==> config.mk <==
export PLATFORM = sky130hd
export DESIGN_NAME = ws2812_controller
export DESIGN_NICKNAME = d
export VERILOG_FILES = /design/src/rtl/ws2812_controller.sv
export SDC_FILE = /design/constraint.sdc
export NUM_CORES = 1
export LEC_CHECK = 0
export CAP_MARGIN = 20
export CORE_MARGIN = 2
export CORE_UTILIZATION = 26
export CTS_CLUSTER_DIAMETER = 50
export DETAILED_ROUTE_END_ITERATION = 10
export GPL_ROUTABILITY_DRIVEN = 0
export SETUP_SLACK_MARGIN = 0.2
export SYNTH_ARGS = -nofsm -noshare
export SYNTH_HDL_FRONTEND = slang
export SYNTH_SLANG_ARGS = --single-unit
==> constraint.sdc <==
create_clock -name clk -period 5 [get_ports clk]
set_input_delay 0.75 -clock clk [delete_from_list [all_inputs] [get_ports clk]]
set_output_delay 0.75 -clock clk [all_outputs]
set_load 0.01 [all_outputs]
==> src/rtl/ws2812_controller.sv <==
// rtl/ws2812_controller.sv - WS2812 LED strip controller with a 4-register CPU port
// Optional DATA readback port enabled by defining WS2812_READBACK_EN.
module ws2812_controller #(
  parameter int NUM_LEDS     = 16,
  parameter int BIT_CYCLES   = 25,
  parameter int T0H_CYCLES   = 8,
  parameter int T1H_CYCLES   = 16,
  parameter int RESET_CYCLES = 1000
) (
  input  logic       clk,
  input  logic       reset_n,
  input  logic [1:0] addr,
  input  logic       ws2812_io_req,
  input  logic       ws2812_io_wr,
  input  logic [7:0] ws2812_data_in,
  output logic [7:0] ws2812_data_out,
  output logic       ws2812_tx,
  output logic       ws2812_busy
);

  localparam int IW   = (NUM_LEDS > 1) ? $clog2(NUM_LEDS) : 1;
  localparam int CMAX = (RESET_CYCLES > BIT_CYCLES) ? RESET_CYCLES : BIT_CYCLES;
  localparam int CW   = $clog2(CMAX + 1);

  localparam logic [IW-1:0] LAST_IDX   = IW'(NUM_LEDS - 1);
  localparam logic [CW-1:0] T0H_LAST   = CW'(T0H_CYCLES - 1);
  localparam logic [CW-1:0] T1H_LAST   = CW'(T1H_CYCLES - 1);
  localparam logic [CW-1:0] T0L_LAST   = CW'(BIT_CYCLES - T0H_CYCLES - 1);
  localparam logic [CW-1:0] T1L_LAST   = CW'(BIT_CYCLES - T1H_CYCLES - 1);
  localparam logic [CW-1:0] LATCH_LAST = CW'(RESET_CYCLES - 1);

  typedef enum logic [2:0] {S_IDLE, S_LOAD, S_HIGH, S_LOW, S_LATCH} state_t;

  state_t        state, state_n;
  logic [IW-1:0] index;
  logic [1:0]    sub;
  logic [7:0]    count;
  logic [CW-1:0] cnt;
  logic [4:0]    bit_cnt;
  logic [IW-1:0] led_idx;
  logic [IW-1:0] frame_last;
  logic [23:0]   shift;

  logic [7:0] mem_g [NUM_LEDS];
  logic [7:0] mem_r [NUM_LEDS];
  logic [7:0] mem_b [NUM_LEDS];

  logic wr_en, rd_en, data_wr, start_req, ptr_adv;
  logic [7:0] rd_byte;

  assign wr_en     = ws2812_io_req & ws2812_io_wr;
  assign rd_en     = ws2812_io_req & ~ws2812_io_wr;
  assign data_wr   = wr_en && (addr == 2'd1);
  assign start_req = wr_en && (addr == 2'd2) && ws2812_data_in[0];

`ifdef WS2812_READBACK_EN
  assign ptr_adv = data_wr | (rd_en && (addr == 2'd1));
  always_comb begin
    rd_byte = mem_b[index];
    if (sub == 2'd0)      rd_byte = mem_g[index];
    else if (sub == 2'd1) rd_byte = mem_r[index];
  end
`else
  assign ptr_adv = data_wr;
  assign rd_byte = 8'h00;
`endif

  // Pixel storage has no reset; contents are undefined until written.
  always_ff @(posedge clk) begin
    if (data_wr) begin
      case (sub)
        2'd0:    mem_g[index] <= ws2812_data_in;
        2'd1:    mem_r[index] <= ws2812_data_in;
        default: mem_b[index] <= ws2812_data_in;
      endcase
    end
  end

  always_ff @(posedge clk or negedge reset_n) begin
    if (!reset_n) begin
      index           <= '0;
      sub             <= 2'd0;
      count           <= 8'd0;
      ws2812_data_out <= 8'd0;
    end else begin
      if (wr_en && (addr == 2'd0)) begin
        index <= ({1'b0, ws2812_data_in} < 9'(NUM_LEDS)) ? IW'(ws2812_data_in) : '0;
        sub   <= 2'd0;
      end else if (ptr_adv) begin
        if (sub == 2'd2) begin
          sub   <= 2'd0;
          index <= (index == LAST_IDX) ? '0 : index + 1'b1;
        end else begin
          sub <= sub + 2'd1;
        end
      end
      if (wr_en && (addr == 2'd3)) count <= ws2812_data_in;
      if (rd_en) begin
        case (addr)
          2'd0:    ws2812_data_out <= 8'(index);
          2'd1:    ws2812_data_out <= rd_byte;
          2'd2:    ws2812_data_out <= {7'b0, ws2812_busy};
          default: ws2812_data_out <= count;
        endcase
      end
    end
  end

  logic          cur_bit, last_bit, last_led;
  logic [CW-1:0] hi_last, lo_last, lo_pre;

  assign cur_bit  = shift[23];
  assign last_bit = (bit_cnt == 5'd23);
  assign last_led = (led_idx == frame_last);
  assign hi_last  = cur_bit ? T1H_LAST : T0H_LAST;
  assign lo_last  = cur_bit ? T1L_LAST : T0L_LAST;
  // Next LED is fetched one cycle early so the LOAD cycle is part of the low time.
  assign lo_pre   = lo_last - 1'b1;

  always_comb begin
    state_n = state;
    case (state)
      S_IDLE:  if (start_req) state_n = S_LOAD;
      S_LOAD:  state_n = S_HIGH;
      S_HIGH:  if (cnt == hi_last) state_n = S_LOW;
      S_LOW: begin
        if (last_bit && !last_led && (cnt == lo_pre)) state_n = S_LOAD;
        else if (cnt == lo_last) state_n = last_bit ? S_LATCH : S_HIGH;
      end
      S_LATCH: if (cnt == LATCH_LAST) state_n = S_IDLE;
      default: state_n = S_IDLE;
    endcase
  end

  always_ff @(posedge clk or negedge reset_n) begin
    if (!reset_n) begin
      state       <= S_IDLE;
      cnt         <= '0;
      bit_cnt     <= 5'd0;
      led_idx     <= '0;
      frame_last  <= '0;
      shift       <= 24'd0;
      ws2812_tx   <= 1'b0;
      ws2812_busy <= 1'b0;
    end else begin
      state       <= state_n;
      ws2812_tx   <= (state_n == S_HIGH);
      ws2812_busy <= (state_n != S_IDLE);
      cnt         <= ((state_n != state) || (state_n == S_IDLE)) ? '0 : cnt + 1'b1;
      if ((state == S_IDLE) && (state_n == S_LOAD)) begin
        led_idx <= '0;
        if ((count == 8'd0) || ({1'b0, count} > 9'(NUM_LEDS))) frame_last <= LAST_IDX;
        else frame_last <= IW'(count - 8'd1);
      end
      if (state == S_LOAD) begin
        shift   <= {mem_g[led_idx], mem_r[led_idx], mem_b[led_idx]};
        bit_cnt <= 5'd0;
      end
      if ((state == S_LOW) && (state_n == S_HIGH)) begin
        shift   <= {shift[22:0], 1'b0};
        bit_cnt <= bit_cnt + 5'd1;
      end
      if ((state == S_LOW) && (state_n == S_LOAD)) led_idx <= led_idx + 1'b1;
    end
  end

endmodule

==> results.py <==
metrics = {
    "synth": {
        "yosys_warnings": 0,
        "synthesis.area_um2": 18200,
        "synth-seq-area-share_pct": 73.5,
        "synth_top_flop_cell": "edfxtp_1",
        "ys_ff_latch": 458,
        "postSynth.asyncResetShare_pct": 16.2,
        "syn_inst": 1027,
        "synth_cell_type_count": 48,
        "synth_nets": 1050,
        "syn_avg_cell_area_um2": 17.7,
        "synth_edf_count": 384,
    },
    "floorplanning": {
        "initial_core_util_pct": 26.1,
        "die-area_um2": 72100,
        "rows": 97,
        "core_area_um2": 69700,
        "num_io_pins": 24,
        "die_height_um": 269,
        "fp.dieW_um": 269,
    },
    "worst_setup_path": {
        "end_kind": "register",
        "slowest_delay_ns": 0.90,
        "worstPathArrival_ns": 3.19,
        "crit_path_top_delay_cell": "nor2_1",
        "timing.reg2reg.worst_path_depth": 6,
        "worstSetupPathType": "input port to register",
        "cp_top_family": "simple AND/OR/NAND/NOR gates",
        "rrSetupSlack_ns": 2.18,
        "cp_cell_sequence": "clkdlybuf4s50_1, and3b_1, nand3_1, nor2_1",
        "crit_required_ns": 5.19,
        "regToRegStartpoint": "led_idx[1]",
        "crit_buf_inv": 1,
        "path_max_fanout": 19,
        "r2r_end": "shift[18]",
        "startpoint_type": "input port",
    },
    "grt": {
        "overflow": 0,
        "grt_max_degree": 70,
        "antenna_found_initial": 2,
        "grt_use_met2_pct": 18.9,
        "grt_use_met3_pct": 3.20,
        "use_met1_pct": 17.1,
        "top_usage_layer": "met2",
        "grt_pass1_wl_mm": 65.1,
        "grt_usage_pct": 12.2,
        "first_global_vias": 9749,
    },
    "timing": {
        "min_period_ns": 3.00,
        "fmax_ghz": 0.333,
        "hold_violations": 0,
        "fin_skew_ns": 0.0242,
        "grt_setup_unrepaired": "no",
        "slew_headroom_pct": 30.2,
        "hold_ws_ns": 0.243,
        "setup_viol": 0,
        "worst_slew_pin_slew_ns": 1.04,
        "min_period_over_period_pct": 60.0,
        "tns_ns": 0,
        "drv_slew": 0,
    },
    "drt": {
        "post_drt_wl_per_cell_um": 21.6,
        "ant_nets": 0,
        "via_count": 9601,
        "viasPerCell": 4.72,
        "drtPass1Iterations": 5,
        "drt_iter0_drc": 996,
        "drcViolationCount": 0,
        "routed_wl_mm": 44.0,
    },
    "placed_design": {
        "portBuffers": 23,
        "hpwl_mm": 26.7,
    },
    "clock_network": {
        "clk_pin_slew_worst_paths_ns": 0.06,
        "cts_buffers": 45,
        "cts-resized-gates": 0,
        "cts.htree.levels": 2,
        "cts_sinks": 458,
        "root_buffer": "clkbuf_16",
        "cts_tree": "done",
        "cts_hold_buf": 0,
        "clockBufferDepth": 3,
        "clk_latency_ns": 0.57,
        "post_cts_buffers": 0,
    },
    "outcome": {
        "status": "finished clean",
    },
    "cells_and_area": {
        "finalNetCount": 1081,
        "final_cell_mix": "edfxtp_1 (384), mux4_2 (97), nor2_1 (95), a21oi_1 (79), dfrtp_1 (72)",
        "antenna_cells": 0,
        "layout_commonest_cell": "edfxtp_1",
        "fin_util_pct": 30.3,
        "drive_gt1_share_pct": 19.6,
        "area_growth_pct": 15.9,
        "fillers": 6746,
    },
    "power_and_ir_drop": {
        "cellLeakagePower_nw": 6.81,
        "ir_drop_mv": 0.249,
        "powerDensity_nw_per_um2": 411,
    },
    "flow_run": {
        "maxCapViolations": 0,
    },
    "hold_path": {
        "hold_path_class": "input port to async pin",
    },
}
## worst max path at each step
| stage | cells past startpoint | startpoint | endpoint |
|---|---|---|---|
| 2_1_floorplan | 6 | addr[1] | mem_g[10][0] |
| 3_3_place_gp | 4 | ws2812_io_req | mem_b[5][0] |
| 3_5_place_dp | 4 | ws2812_io_req | mem_b[7][4] |
| 4_1_cts | 6 | ws2812_io_req | mem_r[8][0] |
| 5_1_grt | 6 | addr[1] | mem_r[1][7] |
| 6_report | 4 | ws2812_io_req | mem_b[7][7] |
## cell families (layout without fill, tap and decap cells)
kind of cell	after synthesis	count (layout)	synth area share (%)
AOI/OAI and AO/OA	165	165	5.54
xor gates and xnor gates	18	18	0.866
adders and majority gates	9	9	0.619
buffers and inverters	69	137	1.62
DFF	458	458	73.5
muxes	106	106	12.6
and+or+nand+nor	202	202	5.25
## final cells by class
class                   count  area [um^2]  area share (%)
clock inverters            23          312            1.48
well taps                 940         1180            5.58
inverters                  13         48.8           0.231
clock buffers              61         1300            6.16
repair buffers             40          343            1.63
flip-flops and latches    458        13400            63.5
multi-input cells         500         4530            21.5
## registers in the layout (all words and copies together) (netlist names)
register,flops
led_idx,4
mem_b,128
mem_r,128
frame_last,4
sub,2
state,3
shift,24
cnt,10
index,4
ws2812_tx,1
ws2812_data_out,8
bit_cnt,5
mem_g,128
count,8
ws2812_busy,1
## synthesized netlist by cell type, drive strengths merged (2+ instances only)
cell    count  share of area (%)
or3         3               0.13
nand2      28               0.58
mux4       97                 12
xor2       11               0.53
nor3       11               0.30
and3        3               0.10
or4         2               0.10
nor2b       9               0.31
dfrtp      74                 10
nand4       2              0.069
nor3b       4               0.17
clkbuf     33               0.68
nand3      21               0.58
nand2b      6               0.21
ha          9               0.62
mux2        9               0.56
edfxtp    384                 63
and3b       2              0.096
o31ai       4               0.19
inv        13               0.27
nor4        2              0.069
a22oi      51                2.1
and2        5               0.17
buf        23               0.67
a22o        4               0.19
a21o        3               0.12
nor2       95                2.0
a21oi      79                2.2
o21ai      18               0.50
nand3b      5               0.21
xnor2       7               0.34
## per-layer routing
| layer | up-vias | share of wire, % |
|---|---|---|
| met5 | - | 0 |
| met4 | 0 | 2.2 |
| met3 | 70 | 8.3 |
| met2 | 406 | 46 |
| met1 | 4991 | 43 |
| li1 | 4134 | - |
## through the flow
stage | cells | setup slack (ns) | power (mW) | cell area, um^2
floorplan | 1027 | 2.51 | 4.86 | 18200
global placement | 1949 | 1.55 | 5.10 | 19500
detailed placement | 1949 | 1.42 | 5.13 | 19500
CTS | 2033 | 2.01 | 8.74 | 21100
global route | 2035 | 1.86 | 8.98 | 21100
finish | 2035 | 2.00 | 8.67 | 21100
## report_power, final
group | switching, mW | leakage, nW | internal, mW | total [mW]
combinational | 0.349 | 1.67 | 0.226 | 0.575
sequential | 0.153 | 4.35 | 4.32 | 4.47
clock | 1.47 | 0.783 | 2.16 | 3.63
total | 1.97 | 6.81 | 6.70 | 8.67
(Power assumes the default switching activity.)
